$ cat src/rtl/trap_ctrl_if.sv
// Core-side decode and PC-side stall/redirect handshake for trap_ctrl.
interface trap_ctrl_if;
    logic        inst_valid;
    logic [31:0] pc_cur;
    logic        ecall;
    logic        mret;
    logic        illegal_inst;
    logic        CsrWrite;
    logic [11:0] csr_addr;
    logic [2:0]  csr_fun3;
    logic [31:0] csr_wdata;
    logic [31:0] csr_rdata;
    logic        flush;
    logic        stall;
    logic        redirect;
    logic [31:0] redirect_pc;

    modport master (
        output inst_valid, pc_cur, ecall, mret, illegal_inst, CsrWrite,
               csr_addr, csr_fun3, csr_wdata,
        input  csr_rdata, flush, stall, redirect, redirect_pc
    );

    modport slave (
        input  inst_valid, pc_cur, ecall, mret, illegal_inst, CsrWrite,
               csr_addr, csr_fun3, csr_wdata,
        output csr_rdata, flush, stall, redirect, redirect_pc
    );
endinterface

$ cat src/rtl/trap_ctrl.sv
// M-mode CSR file and trap entry / mret sequencer for the single-cycle RV32 SCPU.
// Optional macro TRAP_VECTORED_EN enables vectored mtvec mode (interrupts to base+0x2C).
module trap_ctrl #(
    parameter logic [31:0] RESET_MTVEC = 32'h0000_0000,
    parameter int          SYNC_STAGES = 2
) (
    input  logic       clk,
    input  logic       rst,
    input  logic       INT,
    trap_ctrl_if.slave bus
);
    typedef enum logic [1:0] {IDLE, ENTER, RET} state_e;

    localparam logic [11:0] CSR_MSTATUS = 12'h300;
    localparam logic [11:0] CSR_MIE     = 12'h304;
    localparam logic [11:0] CSR_MTVEC   = 12'h305;
    localparam logic [11:0] CSR_MEPC    = 12'h341;
    localparam logic [11:0] CSR_MCAUSE  = 12'h342;
    localparam logic [11:0] CSR_MIP     = 12'h344;

    localparam logic [31:0] CAUSE_INT     = 32'h8000_000B;
    localparam logic [31:0] CAUSE_ILLEGAL = 32'h0000_0002;
    localparam logic [31:0] CAUSE_ECALL   = 32'h0000_000B;

    state_e                 state_q;
    logic [SYNC_STAGES-1:0] sync_q;
    logic                   mie_q, mpie_q, meie_q;
    logic [31:2]            mtvec_q, mepc_q, epc_q;
    logic [31:0]            mcause_q, cause_q;
    logic                   redirect_q;
    logic [31:0]            redirect_pc_q;
    logic [1:0]             mtvec_mode;

    logic        meip, active, take_int, trap, do_mret, csr_we;
    logic [31:0] csr_old, csr_d, cause_d, tvec_d;
    logic        unused_bits;

`ifdef TRAP_VECTORED_EN
    logic vec_q;
    assign mtvec_mode = {1'b0, vec_q};
`else
    assign mtvec_mode = 2'b00;
`endif

    assign meip     = sync_q[SYNC_STAGES-1];
    assign active   = (state_q == IDLE) && bus.inst_valid;
    assign take_int = mie_q && meie_q && meip;
    assign trap     = active && (take_int || bus.illegal_inst || bus.ecall);
    assign do_mret  = active && bus.mret && !trap;
    // A flushed instruction never commits its CSR write, so the write re-executes after return.
    assign csr_we   = active && bus.CsrWrite && !trap && !do_mret && (bus.csr_fun3[1:0] != 2'b00);

    assign unused_bits = ^{bus.csr_fun3[2], bus.pc_cur[1:0]};

    always_comb begin
        // NOTE: every variable gets a default first so no path through the cases infers a latch.
        csr_old = 32'h0;
        csr_d   = 32'h0;
        case (bus.csr_addr)
            CSR_MSTATUS: csr_old = {19'b0, 2'b11, 3'b0, mpie_q, 3'b0, mie_q, 3'b0};
            CSR_MIE:     csr_old = {20'b0, meie_q, 11'b0};
            CSR_MTVEC:   csr_old = {mtvec_q, mtvec_mode};
            CSR_MEPC:    csr_old = {mepc_q, 2'b00};
            CSR_MCAUSE:  csr_old = mcause_q;
            CSR_MIP:     csr_old = {20'b0, meip, 11'b0};
            default:     csr_old = 32'h0;
        endcase
        case (bus.csr_fun3[1:0])
            2'b01:   csr_d = bus.csr_wdata;
            2'b10:   csr_d = csr_old | bus.csr_wdata;
            2'b11:   csr_d = csr_old & ~bus.csr_wdata;
            default: csr_d = csr_old;
        endcase

        cause_d = take_int ? CAUSE_INT : (bus.illegal_inst ? CAUSE_ILLEGAL : CAUSE_ECALL);
        tvec_d  = {mtvec_q, 2'b00};
`ifdef TRAP_VECTORED_EN
        if (take_int && vec_q) tvec_d = {mtvec_q, 2'b00} + 32'h0000_002C;
`endif
    end

    assign bus.csr_rdata   = csr_old;
    assign bus.flush       = trap || do_mret;
    assign bus.stall       = trap || do_mret;
    assign bus.redirect    = redirect_q;
    assign bus.redirect_pc = redirect_pc_q;

    always_ff @(posedge clk) begin
        if (rst) begin
            state_q       <= IDLE;
            sync_q        <= '0;
            mie_q         <= 1'b0;
            mpie_q        <= 1'b0;
            meie_q        <= 1'b0;
            mtvec_q       <= RESET_MTVEC[31:2];
            mepc_q        <= '0;
            mcause_q      <= 32'h0;
            epc_q         <= '0;
            cause_q       <= 32'h0;
            redirect_q    <= 1'b0;
            redirect_pc_q <= 32'h0;
`ifdef TRAP_VECTORED_EN
            vec_q         <= (RESET_MTVEC[1:0] == 2'b01);
`endif
        end else begin
            // NOTE: non-blocking throughout so every update here sees pre-edge CSR values.
            sync_q[0] <= INT;
            for (int i = 1; i < SYNC_STAGES; i++) sync_q[i] <= sync_q[i-1];
            redirect_q <= 1'b0;

            unique case (state_q)
                IDLE: begin
                    if (trap) begin
                        epc_q         <= bus.pc_cur[31:2];
                        cause_q       <= cause_d;
                        redirect_q    <= 1'b1;
                        redirect_pc_q <= tvec_d;
                        state_q       <= ENTER;
                    end else if (do_mret) begin
                        redirect_q    <= 1'b1;
                        redirect_pc_q <= {mepc_q, 2'b00};
                        state_q       <= RET;
                    end else if (csr_we) begin
                        case (bus.csr_addr)
                            CSR_MSTATUS: begin
                                mie_q  <= csr_d[3];
                                mpie_q <= csr_d[7];
                            end
                            CSR_MIE:    meie_q   <= csr_d[11];
                            CSR_MTVEC: begin
                                mtvec_q <= csr_d[31:2];
`ifdef TRAP_VECTORED_EN
                                vec_q   <= (csr_d[1:0] == 2'b01);
`endif
                            end
                            CSR_MEPC:   mepc_q   <= csr_d[31:2];
                            CSR_MCAUSE: mcause_q <= csr_d;
                            default: ;
                        endcase
                    end
                end
                ENTER: begin
                    mepc_q   <= epc_q;
                    mcause_q <= cause_q;
                    mpie_q   <= mie_q;
                    mie_q    <= 1'b0;
                    state_q  <= IDLE;
                end
                RET: begin
                    mie_q   <= mpie_q;
                    mpie_q  <= 1'b1;
                    state_q <= IDLE;
                end
                default: state_q <= IDLE;
            endcase
        end
    end
endmodule

$ cat src/flat_wrapper.sv
// flat-port wrapper written by rule: the top's interface ports become plain ports
module trap_ctrl_flat 
#(
    parameter logic [31:0] RESET_MTVEC = 32'h0000_0000,
    parameter int          SYNC_STAGES = 2
)
  (clk, rst, INT, bus_inst_valid, bus_pc_cur, bus_ecall, bus_mret, bus_illegal_inst, bus_CsrWrite, bus_csr_addr, bus_csr_fun3, bus_csr_wdata, bus_csr_rdata, bus_flush, bus_stall, bus_redirect, bus_redirect_pc);
  trap_ctrl_if bus_i ();
  input  logic clk;
  input  logic rst;
  input  logic INT;
  input wire logic [$bits(bus_i.inst_valid)-1:0] bus_inst_valid;
  input wire logic [$bits(bus_i.pc_cur)-1:0] bus_pc_cur;
  input wire logic [$bits(bus_i.ecall)-1:0] bus_ecall;
  input wire logic [$bits(bus_i.mret)-1:0] bus_mret;
  input wire logic [$bits(bus_i.illegal_inst)-1:0] bus_illegal_inst;
  input wire logic [$bits(bus_i.CsrWrite)-1:0] bus_CsrWrite;
  input wire logic [$bits(bus_i.csr_addr)-1:0] bus_csr_addr;
  input wire logic [$bits(bus_i.csr_fun3)-1:0] bus_csr_fun3;
  input wire logic [$bits(bus_i.csr_wdata)-1:0] bus_csr_wdata;
  output wire logic [$bits(bus_i.csr_rdata)-1:0] bus_csr_rdata;
  output wire logic [$bits(bus_i.flush)-1:0] bus_flush;
  output wire logic [$bits(bus_i.stall)-1:0] bus_stall;
  output wire logic [$bits(bus_i.redirect)-1:0] bus_redirect;
  output wire logic [$bits(bus_i.redirect_pc)-1:0] bus_redirect_pc;
  assign bus_i.inst_valid = bus_inst_valid;
  assign bus_i.pc_cur = bus_pc_cur;
  assign bus_i.ecall = bus_ecall;
  assign bus_i.mret = bus_mret;
  assign bus_i.illegal_inst = bus_illegal_inst;
  assign bus_i.CsrWrite = bus_CsrWrite;
  assign bus_i.csr_addr = bus_csr_addr;
  assign bus_i.csr_fun3 = bus_csr_fun3;
  assign bus_i.csr_wdata = bus_csr_wdata;
  assign bus_csr_rdata = bus_i.csr_rdata;
  assign bus_flush = bus_i.flush;
  assign bus_stall = bus_i.stall;
  assign bus_redirect = bus_i.redirect;
  assign bus_redirect_pc = bus_i.redirect_pc;
  trap_ctrl #(.RESET_MTVEC(RESET_MTVEC), .SYNC_STAGES(SYNC_STAGES)) u_core (.clk(clk), .rst(rst), .INT(INT), .bus(bus_i));
endmodule
$ cat config.mk
export PLATFORM = sky130hd
export DESIGN_NAME = trap_ctrl_flat
export DESIGN_NICKNAME = d
export VERILOG_FILES = /design/src/rtl/trap_ctrl_if.sv /design/src/rtl/trap_ctrl.sv /design/src/flat_wrapper.sv
export SDC_FILE = /design/constraint.sdc
export NUM_CORES = 1
export LEC_CHECK = 0
export BUFFER_PORTS_ARGS = -buffer_cell sky130_fd_sc_hd__buf_2
export CORE_MARGIN = 1
export CORE_UTILIZATION = 35
export CTS_BUF_LIST = sky130_fd_sc_hd__clkbuf_4 sky130_fd_sc_hd__clkbuf_8 sky130_fd_sc_hd__clkbuf_16
export CTS_CLUSTER_DIAMETER = 80
export DETAILED_ROUTE_END_ITERATION = 7
export PLACE_DENSITY_LB_ADDON = 0.25
export SLEW_MARGIN = 20
export SYNTH_ARGS = -nofsm -noshare
export SYNTH_HDL_FRONTEND = slang
export SYNTH_SLANG_ARGS = --single-unit
export TNS_END_PERCENT = 5
$ cat constraint.sdc
create_clock -name clk -period 8.2 [get_ports clk]
set_input_delay 2.46 -clock clk [delete_from_list [all_inputs] [get_ports clk]]
set_output_delay 2.46 -clock clk [all_outputs]
set_load 0.1 [all_outputs]
[After elaboration in Yosys (flattened, before gate mapping)]
Cells that the tools add are included.
Widths: inputs -> output; s select.
Storage, ports and cells
  register bits after elaboration: 194
  bits of input ports: 87
  logic and storage cells: 95
Cells by class
  eq/ne operators: 17
  mux-type cells: 30
  bitwise gates (word level): 6
  reductions and logical operators: 29
Operators by type and width (count)
  $mux 32: 7
  $pmux 32 s6: 1
  $mux 30: 4
  $pmux 32 s3: 1
  $eq 12x10->1 const B: 6
  $pmux 32 s2: 1
  $pmux 30 s2: 1
  $and 32x32->32: 1
  $not 32->32: 1
  $or 32x32->32: 1
  $reduce_and 5->1: 5
  $mux 1: 12
  $logic_and 1x1->1: 10
  $ne 2x2->1 const B: 5
  $eq 2x2->1 const B: 3
  $pmux 1 s3: 2
  $reduce_bool 2->1: 3
  $eq 2x1->1 const B: 2
  $mux 4: 1
  $reduce_and 2->1: 2
  $logic_or 1x1->1: 3
  $not 1->1: 3
  $reduce_bool 3->1: 1
  $reduce_or 3->1: 1
  other kinds (4): 5

[Logic depth before layout (Yosys ltp)]
Gate-level depths: netlist of run 1.
  word-level depth: 14
  depth in mapped cells: 10
  depth with buffers taken out: 8

[Worst setup path after synthesis of run 1]
No wires, ideal clock.
  path type: in2out
  from: in bus_csr_addr[0]
  to: out bus_csr_rdata[7]
  arrival time: 5684 ps
  required time: 5740 ps
  setup slack: 56 ps
  stages on the path: 5
  buffers on the path: 1
  path through: buf_2 > or3b_2 > nor3_1 > a22oi_1 > o21ai_0
Between the ends
  longest elaborated chain between the ends: 2
  elaborated cells between the ends (all ways): 7
  classes of those cells: eq/ne: 6; mux: 1
Ends and longest elaborated chain
  start: declaration: RTL line flat_wrapper.sv:18  | input wire logic [$bits(bus_i.csr_addr)-1:0] bus_csr_addr;
  $eq 12x10->1: RTL line trap_ctrl.sv:59  | case (bus.csr_addr)
  $pmux 32 s6 (*): RTL line trap_ctrl.sv:59
  end: declaration: RTL line flat_wrapper.sv:21  | output wire logic [$bits(bus_i.csr_rdata)-1:0] bus_csr_rdata;
Mark *: on every way between the ends. The rest lies on a longest branch, timed or not.

[Worst setup path after layout of run 1]
  from: in bus_csr_addr[7]
  to: out bus_csr_rdata[7]
Same word-level chain as after synthesis.

==> results.toml, run 1 <==
[outcome]
status = "finished, final reports clean"

[critical_path]
cp_common_cell = "buf_2"
endpoint = "bus_csr_rdata[7]"
worst_path_largest_cell_delay_ns = 0.73
critPathCaptureType = "output port"
reg2reg_from = "u_core.state_q[0]"
reg2reg_slack_ns = 5.01
worst_path_max_delay_cell = "or3_1"
crit_family = "buffers and inverters"
r2r_cells = 7
critPathKind = "in -> out"
critical_path.startpoint_type = "input pin"
crit_fanout = 17
rr_endpoint = "u_core.mtvec_q[7]"
setup.worst_path.start = "bus_csr_addr[7]"
cp.depth = 7
required_ns = 5.74
cp.buffers_inverters = 3
arrival_ns = 4.88
crit_chain = "buf_2 -> or3_1 -> buf_4 -> nor2_1 -> a22oi_1 -> o21ai_0 -> buf_2"

[logic_synthesis]
netlist_area_sq_um = 8470
ys_types = 68
synth_edf_count = 0
synth-async-reset-ratio_pct = 0
ys_ff_latch = 163
synth.largest_area_cell = "dfxtp_1"
yosysWarnings = 0
synthTopCellsByCount = "163 x dfxtp_1, 151 x nand2_1, 131 x nor2_1, 119 x a21oi_1, 86 x a211oi_1"
synthCells = 1099
synth_top_area_share_pct = 38.5
synth-main-ff-cell = "dfxtp_1"
syn_avg_cell_area_sq_um = 7.71
synth_most_common_cell = "dfxtp_1"
ys_seq_area_share_pct = 38.5
synth_area_leaders = "dfxtp_1 39%, a211oi_1 7.6%, a21oi_1 7.0%"

[floorplanning]
die_h_microns = 158
dieArea_sq_um = 24800
die_width_microns = 158
ios = 154
initial_core_util_pct = 35.9
core_sq_um = 23600
num_rows = 56

[clock_tree]
cts_tree = "done"
clock_sinks = 163
cts-hold-fix-buffers = 0
clkLatencyLatePin_ns = 0.43
root_buffer = "clkbuf_16"
clockBufferDepth = 2
clk_pin_slew_ns = 0.07
cts_resized = 0
htreeDepth = 4
post_cts.repair.setup_buffers = 0
cts_buffers = 17

[pwr]
power.leakage_nw = 3.94
vdd_drop_max_v = 0.000119
power_density_nw_per_um2 = 205
finalPower_mw = 2.06

[layout]
fillers = 2409
syn_to_final_growth_pct = 18.3
nets = 1272
postLayoutCellArea_sq_um = 10000
utilization_pct = 42.5
antenna_cells = 0
layout-drive-gt1-share_pct = 20.9
fin_cells = 1514

[sta]
fin_crit_sh_pct = 89.5
fmax_mhz = 136
hold_violations = 0
layout_min_cycle_time_ns = 7.34
maxSlewHeadroom_pct = 28.8
maxSlewViolCount = 0
skew_ns = 0.00803
worstMarginPinSlew_ns = 1.06
rsz0062_at_grt = "false"
tns_ns = 0
hold_slack_ns = 0.445
setup_viol = 0
finalWorstSetupSlack_ns = 0.857

[drt]
vias = 8467
drt-vias-per-instance = 5.59
antenna_left = 0
drtPass1Iterations = 5
drc_errors = 0
wl_per_cell_microns = 19.1
wirelength_microns = 28900
initialDrtViolationCount = 679

[place]
portBuffers = 148
place.detailed.hpwl_microns = 17400
place_inst = 1481
gp_congestion = 0.824
place_area_sq_um = 9410
place_ws_ns = 0.878

[min_path]
hp-class = "reg -> reg"
worstHoldPathCells = 1
min_from = "u_core.sync_q[0]"

[grt]
grt_pass1_wl_microns = 45500
track_usage_pct = 24.0
grt_max_degree = 93
grt_pass1_vias = 8197
antenna_found_initial = 0
grt_overflow = 0

[flow_run]
drv_cap = 0
layout by cell type, fill, tap and decap left out, types with 3 or more instances in the layout:
cell type	n
inv_6	5
a31oi_1	4
nor2_1	129
buf_4	20
and3_1	27
nor3_1	35
nor2b_1	5
nor2b_2	3
buf_2	147
clkbuf_16	17
o21ai_0	33
nand2_1	151
nand3b_1	56
a21oi_1	119
xnor2_1	3
nand3_1	11
a211oi_1	86
or2_2	4
clkinv_2	3
a22o_1	11
a22o_2	20
inv_1	11
nor4_1	4
mux2i_1	28
nand2b_1	4
dfxtp_1	163
o22ai_1	25
registers in the layout, indices dropped and copies added (netlist names):
signal	count
u_core.mepc_q	30
u_core.state_q	2
u_core.epc_q	30
u_core.sync_q	2
u_core.meie_q	1
u_core.bus.redirect	1
u_core.cause_q	3
u_core.mcause_q	32
u_core.mtvec_q	30
u_core.mie_q	1
u_core.mpie_q	1
u_core.bus.redirect_pc	30
area by class of cell:
type                       instances  area (sq um)  area share (%)
inverter                          12          45.0           0.449
clock buffer                      18           439            4.38
clock inverter                    14           151            1.51
timing repair buffer             168           913            9.11
multi-input combinational        820          4810            48.0
sequential                       163          3260            32.5
tap                              319           399            3.98
worst min-delay path by stage:
stage,end,slack (ns)
floorplan,u_core.sync_q[1],0.41
global placement,u_core.sync_q[1],0.42
detailed placement,u_core.sync_q[1],0.44
CTS,u_core.sync_q[1],0.45
global route,u_core.sync_q[1],0.47
finish,u_core.sync_q[1],0.45
cell families after synthesis:
| family | synth area share, % |
|---|---|
| and+or+nand+nor | 26.1 |
| DFF | 38.5 |
| buffers and inverters | 5.64 |
| muxes | 3.31 |
| xor gates and xnor gates | 0.413 |
| adders and majority gates | 0.443 |
| AOI/OAI and AO/OA | 25.5 |
| other | 0.0443 |
metal layers:
layer	vias to the layer above	track usage, %	part of all wire [%]
met4	0	6.43	1.4
met2	293	40.2	47
li1	4101	-	-
met5	-	0	0
met3	31	4.74	6.2
met1	4042	31.3	46
where the power goes:
| group | internal [mW] | leakage, nW | switching [mW] |
|---|---|---|---|
| Sequential | 0.828 | 1.32 | 0.0239 |
| Combinational | 0.0979 | 2.33 | 0.296 |
| Clock | 0.461 | 0.288 | 0.350 |
| Total | 1.39 | 3.94 | 0.670 |
No activity file was read; power rests on OpenSTA's default activity.
==> inputs of run 2 (changes only) <==
- CORE_MARGIN: 1 -> 1.5
- GPL_TIMING_DRIVEN: default -> 1
==> results.toml, run 2 (synthesized netlist as in run 1, its figures left out) <==
[outcome]
status = "finished, final reports clean"

[clock_tree]
clkLatencyLatePin_ns = 0.43
cts_buffers = 17
cts_resized = 0
root_buffer = "clkbuf_16"
cts_tree = "done"
clock_sinks = 163
post_cts.repair.setup_buffers = 0
htreeDepth = 4
clk_pin_slew_ns = 0.06
cts-hold-fix-buffers = 0
clockBufferDepth = 2

[layout]
syn_to_final_growth_pct = 18.2
largest-register = "u_core.mcause_q"
layout_common_cells = "163 x dfxtp_1, 151 x nand2_1, 147 x buf_2, 129 x nor2_1, 119 x a21oi_1"
fin_cells = 1510
utilization_pct = 42.4
layout-drive-gt1-share_pct = 20.7
nets = 1271
final_common_cell = "dfxtp_1"
largest_reg_flops = 32
antenna_cells = 0
fillers = 2494

[grt]
track_usage_pct = 23.2
grt.met1_usage_pct = 30.9
grt_overflow = 0
use_met3_pct = 4.60
use_met2_pct = 38.1
grt_max_degree = 93
antenna_found_initial = 1
grt_pass1_wl_microns = 44400
grt.busiest_layer = "met2"
grt_pass1_vias = 7968

[critical_path]
arrival_ns = 4.83
reg2reg_slack_ns = 5.18
critPathKind = "in -> out"
reg2reg_from = "u_core.state_q[0]"
rr_endpoint = "u_core.mepc_q[7]"
crit_fanout = 32
critical_path.startpoint_type = "input pin"
critPathCaptureType = "output port"
r2r_cells = 8
required_ns = 5.74

[drt]
drtPass1Iterations = 5
drc_errors = 0
initialDrtViolationCount = 660
drt-vias-per-instance = 5.63
wl_per_cell_microns = 19.2
wirelength_microns = 29100
antenna_left = 0
vias = 8506

[floorplanning]
initial_core_util_pct = 35.9
die_h_microns = 159
ios = 154
die_width_microns = 159
core_sq_um = 23600
dieArea_sq_um = 25200
num_rows = 56

[sta]
hold_violations = 0
worstMarginPinSlew_ns = 0.970
maxSlewHeadroom_pct = 35.4
layout_min_cycle_time_ns = 7.29
fin_crit_sh_pct = 88.9
rsz0062_at_grt = "false"
setup_viol = 0
maxSlewViolCount = 0
skew_ns = 0.0130
fmax_mhz = 137
tns_ns = 0

[place]
place.detailed.hpwl_microns = 17400
portBuffers = 148
gp_congestion = 0.795
place_inst = 1480

[pwr]
power.leakage_nw = 3.93
finalPower_mw = 2.06
vdd_drop_max_v = 0.000137
power_density_nw_per_um2 = 205

[min_path]
hp-class = "reg -> reg"
whs_endpoint = "u_core.sync_q[1]"
worstHoldPathCells = 1
min_from = "u_core.sync_q[0]"

[flow_run]
drv_cap = 0
==> run 2: metal layers <==
metal / vias to the layer above / part of all wire (%)
li1: 4093 / -
met1: 4031 / 44
met2: 349 / 46
met3: 31 / 7.9
met4: 2 / 1.2
met5: - / 0.059
==> run 2: area by class of cell <==
cell class	count	area [sq um]	area share (%)
Sequential cell	163	3260	32.6
Tap cell	319	399	3.98
Clock inverter	9	133	1.32
Timing Repair Buffer	167	898	8.97
Clock buffer	20	460	4.60
Inverter	12	45.0	0.450
Multi-Input combinational cell	820	4820	48.1
==> run 2: worst max-delay path by stage <==
stage                               start                to  cells past startpoint
final                     bus_csr_addr[1]  bus_csr_rdata[7]                      6
after global routing      bus_csr_addr[1]  bus_csr_rdata[7]                      6
after CTS                 bus_csr_addr[1]  bus_csr_rdata[7]                      6
after detailed placement  bus_csr_addr[1]  bus_csr_rdata[7]                      6
after global placement    bus_csr_addr[1]  bus_csr_rdata[7]                      6
after floorplan           bus_csr_addr[0]  bus_csr_rdata[7]                      5
==> run 2: metrics by stage <==
| stage | instance area [sq um] | setup slack [ns] | hold WS [ns] |
|---|---|---|---|
| floorplan | 8480 | 0.0555 | 0.414 |
| global placement | 9400 | 0.987 | 0.424 |
| detailed placement | 9400 | 0.939 | 0.444 |
| CTS | 9990 | 0.931 | 0.451 |
| global route | 10000 | 0.811 | 0.479 |
| finish | 10000 | 0.911 | 0.453 |
==> run 2: report_power, final <==
part / leakage [nW] / internal, mW / total (mW) / switching, mW
clock network: 0.287 / 0.493 / 0.814 / 0.321
logic: 2.32 / 0.0967 / 0.392 / 0.295
registers: 1.32 / 0.828 / 0.852 / 0.0234
==> run 2: critical path: stages <==
cell and delay, ns:
buf_2 0.32, or3b_2 0.62, nor3_1 0.27, a22oi_1 0.14, o21ai_0 0.47, buf_2 0.53
